===== src/rtl/alu_core_if.sv =====
// Bus bundle for the 8-bit execute-stage ALU: command/operands in, result out.
interface alu_core_if;
  logic [3:0] alu_cmd;
  logic [7:0] inA;
  logic [7:0] inB;
  logic       shiftcarry_in;
  logic [7:0] rslt;
  logic       shiftcarry_out;
  logic       zero;

  // Issuer of commands (datapath control / testbench)
  modport master (
    output alu_cmd, inA, inB, shiftcarry_in,
    input  rslt, shiftcarry_out, zero
  );

  // The ALU itself
  modport slave (
    input  alu_cmd, inA, inB, shiftcarry_in,
    output rslt, shiftcarry_out, zero
  );
endinterface


===== src/rtl/alu_core.sv =====
// 8-bit registered ALU. One-cycle latency, 16 ops, carry chaining for
// multi-byte add/sub/shift through shiftcarry_in/shiftcarry_out.
module alu_core (
  input  logic       clk,
  input  logic       reset,
  alu_core_if.slave  bus
);

  typedef enum logic [3:0] {
    OP_AND   = 4'h0, OP_XOR  = 4'h1, OP_OR   = 4'h2, OP_LSL  = 4'h3,
    OP_LSR   = 4'h4, OP_ADD  = 4'h5, OP_SUB  = 4'h6, OP_PASSA = 4'h7,
    OP_ADC   = 4'h8, OP_SBB  = 4'h9, OP_ASR  = 4'hA, OP_NOTA = 4'hB,
    OP_PASSB = 4'hC, OP_EQ   = 4'hD, OP_LTU  = 4'hE, OP_NOP  = 4'hF
  } alu_op_e;

  logic [7:0] rslt_q, rslt_d;
  logic       co_q, co_d;
  logic [8:0] sum9;
  logic [8:0] dif9;
  logic [7:0] a, b;
  logic       ci;

  assign a  = bus.inA;
  assign b  = bus.inB;
  assign ci = bus.shiftcarry_in;

  // 9-bit add/subtract; bit 8 is carry for add, borrow for subtract.
  // The carry-in only enters the sum for ADC/SBB so it is ignored elsewhere.
  always_comb begin
    sum9 = {1'b0, a} + {1'b0, b};
    dif9 = {1'b0, a} - {1'b0, b};
    if (alu_op_e'(bus.alu_cmd) == OP_ADC) sum9 = sum9 + {8'd0, ci};
    if (alu_op_e'(bus.alu_cmd) == OP_SBB) dif9 = dif9 - {8'd0, ci};
  end

  // Next result/carry selection; NOP and the logic ops fall out of defaults.
  always_comb begin
    rslt_d = rslt_q;
    co_d   = 1'b0;
    case (alu_op_e'(bus.alu_cmd))
      OP_AND:   rslt_d = a & b;
      OP_XOR:   rslt_d = a ^ b;
      OP_OR:    rslt_d = a | b;
      OP_LSL:   begin rslt_d = {a[6:0], ci};   co_d = a[7]; end
      OP_LSR:   begin rslt_d = {ci, a[7:1]};   co_d = a[0]; end
      OP_ADD,
      OP_ADC:   begin rslt_d = sum9[7:0];      co_d = sum9[8]; end
      OP_SUB,
      OP_SBB:   begin rslt_d = dif9[7:0];      co_d = dif9[8]; end
      OP_PASSA: rslt_d = a;
      OP_ASR:   begin rslt_d = {a[7], a[7:1]}; co_d = a[0]; end
      OP_NOTA:  rslt_d = ~a;
      OP_PASSB: rslt_d = b;
      OP_EQ:    rslt_d = {7'd0, (a == b)};
      OP_LTU:   rslt_d = {7'd0, (a < b)};
      OP_NOP:   begin rslt_d = rslt_q;         co_d = co_q; end
      default:  begin rslt_d = rslt_q;         co_d = co_q; end
    endcase
  end

  // Result and carry registers, cleared asynchronously.
  always_ff @(posedge clk or posedge reset) begin
    if (reset) begin
      rslt_q <= 8'h00;
      co_q   <= 1'b0;
    end else begin
      rslt_q <= rslt_d;
      co_q   <= co_d;
    end
  end

  assign bus.rslt           = rslt_q;
  assign bus.shiftcarry_out = co_q;
  assign bus.zero           = (rslt_q == 8'h00);

endmodule


===== src/flat_wrapper.sv =====
// flat-port wrapper written by rule: the top's interface ports become plain ports
module alu_core_flat 
  (clk, reset, bus_alu_cmd, bus_inA, bus_inB, bus_shiftcarry_in, bus_rslt, bus_shiftcarry_out, bus_zero);
  alu_core_if bus_i ();
  input  logic clk;
  input  logic reset;
  input wire logic [$bits(bus_i.alu_cmd)-1:0] bus_alu_cmd;
  input wire logic [$bits(bus_i.inA)-1:0] bus_inA;
  input wire logic [$bits(bus_i.inB)-1:0] bus_inB;
  input wire logic [$bits(bus_i.shiftcarry_in)-1:0] bus_shiftcarry_in;
  output wire logic [$bits(bus_i.rslt)-1:0] bus_rslt;
  output wire logic [$bits(bus_i.shiftcarry_out)-1:0] bus_shiftcarry_out;
  output wire logic [$bits(bus_i.zero)-1:0] bus_zero;
  assign bus_i.alu_cmd = bus_alu_cmd;
  assign bus_i.inA = bus_inA;
  assign bus_i.inB = bus_inB;
  assign bus_i.shiftcarry_in = bus_shiftcarry_in;
  assign bus_rslt = bus_i.rslt;
  assign bus_shiftcarry_out = bus_i.shiftcarry_out;
  assign bus_zero = bus_i.zero;
  alu_core u_core (.clk(clk), .reset(reset), .bus(bus_i));
endmodule

===== config.mk =====
export PLATFORM = sky130hd
export DESIGN_NAME = alu_core_flat
export DESIGN_NICKNAME = d
export VERILOG_FILES = /design/src/rtl/alu_core_if.sv /design/src/rtl/alu_core.sv /design/src/flat_wrapper.sv
export SDC_FILE = /design/constraint.sdc
export NUM_CORES = 1
export LEC_CHECK = 0
export CAP_MARGIN = 25
export CORE_ASPECT_RATIO = 0.5
export CORE_MARGIN = 4
export CORE_UTILIZATION = 45
export DETAILED_ROUTE_END_ITERATION = 6
export GPL_TIMING_DRIVEN = 0
export PLACE_DENSITY = 0.67
export SLEW_MARGIN = 20
export SYNTH_ARGS = -nofsm -noshare
export SYNTH_HDL_FRONTEND = slang
export SYNTH_SLANG_ARGS = --single-unit

===== constraint.sdc =====
create_clock -name clk -period 1.3 [get_ports clk]
set_clock_uncertainty 0.1 [all_clocks]
set_input_delay 0.26 -clock clk [delete_from_list [all_inputs] [get_ports clk]]
set_output_delay 0.26 -clock clk [all_outputs]
set_load 0.03 [all_outputs]

==> parameters.txt <==
Parameter                              Value

Clocking
  Buffers from clock root to sink, at most ... 2
  Clock Latency Late Sink ... about 0.23 ns
  Deepest level of the CTS H-tree ... 1
  Num Clock Sinks ... 9
  Clock tree from TritonCTS ... built
  CTS clk-pin slew, worst paths ... around 0.050 ns
  Hold_buf cts ... 0
  Number of buffers inserted during clock tree synthesis ... 3
  Clock root buffer ... sky130_fd_sc_hd__clkbuf_8

Power and ir drop
  Power per standard cell area ... 673 nW/um2
  Share of power burned in the clock network ... 13.0%
  Reported leakage power ... approximately 1.5 nW
  VDD IR-drop max ... 0.514 mV
  Switching power ... approximately 1.2 mW
  Combinational power share ... between 70% and 80%
  Net switching share of the total power ... 46.7%
  Cell Int Power ... approximately 1.4 mW
  Flop pwr share ... between 10% and 20%
  Power after layout ... around 2.6 mW

Yosys
  Count of state elements after synthesis ... 9
  Share of synthesized area occupied by flip-flops and latches ... 9.36%
  Top_reg_cell synth ... sky130_fd_sc_hd__dfrtp_1
  Mapped Cells ... 340
  Synthesized Nets ... between 300 and 400
  Per-instance average area after synthesis ... approximately 7.1 um2
  Warnings, synthesis ... 0
  Share of flip-flops with an asynchronous set or reset ... 100%
  Synth Cell Area ... roughly 2400 um2
  Distinct cell type count of the synthesized netlist ... between 50 and 60
  Number of enable-type register cells in the synthesized netlist ... 0

Layout
  Sequential cell area in the final layout ... about 230 um2
  Util after Layout ... about three quarters
  Final nets ... around 460
  Growth of design area from synthesis to finish ... 57.6%
  Number of filler cells placed in the layout ... about 380
  Inserted Diodes ... 0
  Area occupied by multi-input gates ... roughly 2500 um2
  Share of final-layout standard cells stronger than drive strength 1 ... a little over two fifths

Placement
  Detailed Place HPWL ... roughly 7300 um
  Gpl congestion ... between 0.9 and 1
  Number of buffer cells added on primary ports ... 31

Global routing
  Met3 Track Usage GR ... roughly 8.4%
  Largest net degree at the start of global routing ... 11
  Most crowded layer after global routing ... met2
  Global-route wire length before repair ... approximately 15000 um
  Leftover overflow at the end of global routing ... 0
  Antenna violations before repair ... 0
  Combined global-route utilization of all metal layers ... a little under a third
  Number of global-route vias before repair ... between 2000 and 3000
  Met1 usage ... 43.2%
  Met2 demand-to-capacity share in global routing ... a little under half

Route
  Via count ... between 3000 and 4000
  Overall routed net length ... around 11000 um
  Post-DR wirelength/cell ... roughly 23 um
  Initial DRT Pass Iterations ... 6
  Remaining number of nets flagged by the antenna check after routing ... 0
  Drc violations ... 0
  Via density ... ~6.6
  Number of DRC markers in iteration 0 ... ~380

Setup path
  Startpoint class of the critical path ... primary input
  Critical Path Start ... bus_inA[1]
  Critical path required time ... 1.32 ns
  Crit path arrival time ... approximately 2.7 ns
  Worst reg2reg path startpoint ... u_core.bus.shiftcarry_out
  Critical Path Most Common Cell ... sky130_fd_sc_hd__buf_6
  Highest net fanout along the worst path ... 5
  Chain of cells forming the critical path ... buf_12, clkinvlp_4, ha_4, a211oi_4, o21ai_2, or4_4, buf_4, buf_6, buf_6, nor2_4, xnor2_2, a221oi_2, nor2_1
  Critical-path cell with the highest stage delay ... sky130_fd_sc_hd__or4_4
  Critical path's largest stage delay ... about 0.57 ns
  Critical path class ... in2reg
  Setup crit end kind ... flip-flop

Timing
  Post-route setup slack ... -1.40 ns
  Unrepaired setup endpoints after global routing ... yes
  Final hold slack ... a little over 0.2 ns
  Timing-limited maximum frequency ... ~370 MHz
  Post-layout min period ... ~2.7 ns
  Share of the clock period used by the worst path after layout ... 208%
  Setup Total Neg Slack ... -10.97 ns
  Final number of setup-violating endpoints ... 10
  Relative slew slack ... approximately three fifths
  Count of final max-slew check failures ... 0
  Endpoints failing hold ... 0
  Measured slew at the worst slew-check pin ... 0.581 ns

Floorplan
  Ports placed on the boundary ... 33
  Die Ht ... roughly 60 um
  Horizontal extent of the die ... roughly 110 um
  Total die area ... ~6700 um2
  Initial cell density of the core ... a little under half
  Cell Rows ... 18
  Area of the core ... just over 5000 um2

Outcome
  Violated checks ... setup timing
  Outcome ... finished, violations left

Min path
  Class of the tightest hold or removal check ... in2async

Flow run
  Max-cap violation count ... 0
## power groups by stage
stage	logic (mW)	clock network (mW)	registers, mW
finish	1.85	0.332	0.367
global route	1.95	0.348	0.373
CTS	1.57	0.336	0.367
detailed placement	1.32	0	0.369
global placement	1.30	0	0.368
floorplan	0.806	0	0.455
## layout by cell type, fill, tap and decap left out, types with 7 or more instances in the layout
master,n
sky130_fd_sc_hd__xnor2_1,10
sky130_fd_sc_hd__ha_1,15
sky130_fd_sc_hd__o21ai_0,17
sky130_fd_sc_hd__inv_1,15
sky130_fd_sc_hd__o22ai_1,7
sky130_fd_sc_hd__inv_2,7
sky130_fd_sc_hd__nor2_1,28
sky130_fd_sc_hd__a21oi_1,23
sky130_fd_sc_hd__ha_4,10
sky130_fd_sc_hd__nand3_1,14
sky130_fd_sc_hd__buf_2,12
sky130_fd_sc_hd__nand2_1,24
sky130_fd_sc_hd__buf_6,9
sky130_fd_sc_hd__buf_4,29
## synth_stat cells, drive strengths merged, types with 5 or more instances
library cell	instances	area, um2
o21ai	25	125
inv	28	105
ha	28	350
xnor2	16	140
nor3	8	51.3
mux2i	6	60.1
o221ai	5	50.0
nor2b	5	38.8
dfrtp	9	225
a21oi	28	140
nand3	17	85.1
nor2	33	124
o22ai	7	43.8
buf	9	45.0
o31ai	5	37.5
nand2	25	93.8
clkbuf	12	45.0
## registers in the layout (all words and copies together) (netlist names)
register                   cells
u_core.bus.rslt                8
u_core.bus.shiftcarry_out      1
## path summary, 6_finish.rpt
path	end	slack, ns	cells past startpoint
hold reg to reg	u_core.bus.rslt[4]	0.43	2
setup / recovery	u_core.bus.rslt[6]	-1.40	13
hold / removal	u_core.bus.rslt[2]	0.21	2
max in group asynchronous	u_core.bus.rslt[4]	0.60	2
setup reg to reg	u_core.bus.shiftcarry_out	0.10	4
min in group clk	u_core.bus.rslt[1]	0.27	2
## per-stage QoR
| stage | setup WS, ns | cell area (um2) | instances |
|---|---|---|---|
| 6_report | -1.40 | 3790 | 478 |
| 5_1_grt | -1.48 | 3790 | 478 |
| 4_1_cts | -1.44 | 3490 | 463 |
| 3_5_place_dp | -2.47 | 2950 | 441 |
| 3_3_place_gp | -2.40 | 2950 | 441 |
| 2_1_floorplan | -1.31 | 2550 | 340 |
## worst max-delay path, delay by kind of cell
family | cells | cell delay [ns]
AND/OR/NAND/NOR | 3 | 0.76
AO/OA/AOI/OAI | 3 | 0.74
buffers and inverters | 5 | 0.60
adder cells (fa/ha/maj) | 1 | 0.28
XOR/XNOR | 1 | 0.08
## layout make-up
| type | count | share of cell area [%] |
|---|---|---|
| inverter | 28 | 3.66 |
| tap | 70 | 2.31 |
| timing repair buffer | 67 | 16.7 |
| buffer | 18 | 3.79 |
| clock buffer | 4 | 1.19 |
| multi-input combinational | 282 | 66.2 |
| sequential | 9 | 6.07 |
## cells by family (layout without fill, tap and decap cells)
group / count (synthesis) / count (layout) / synth area share, %
and+or+nand+nor: 114 / 114 / 23.7
adders and majority gates: 30 / 30 / 16.2
xor gates and xnor gates: 20 / 20 / 7.28
muxes: 9 / 9 / 4.06
buffers and inverters: 49 / 117 / 8.11
AOI/OAI and AO/OA: 109 / 109 / 31.3
DFF: 9 / 9 / 9.36
## timing repair
item | in CTS | in global routing
pin swaps | 30 | 37
resized for setup | 166 | 76
endpoints found under the setup margin | 19 | 15
buffers inserted | 21 | 17
hold endpoints to repair | 0 | 0
## routing by layer
layer  up-vias  share of wire [%]
met4         0                1.7
met2       225                 42
li1       1382                  -
met1      1501                 43
met3        29                 13
met5         -                  0
No activity file was read; power rests on OpenSTA's default activity.
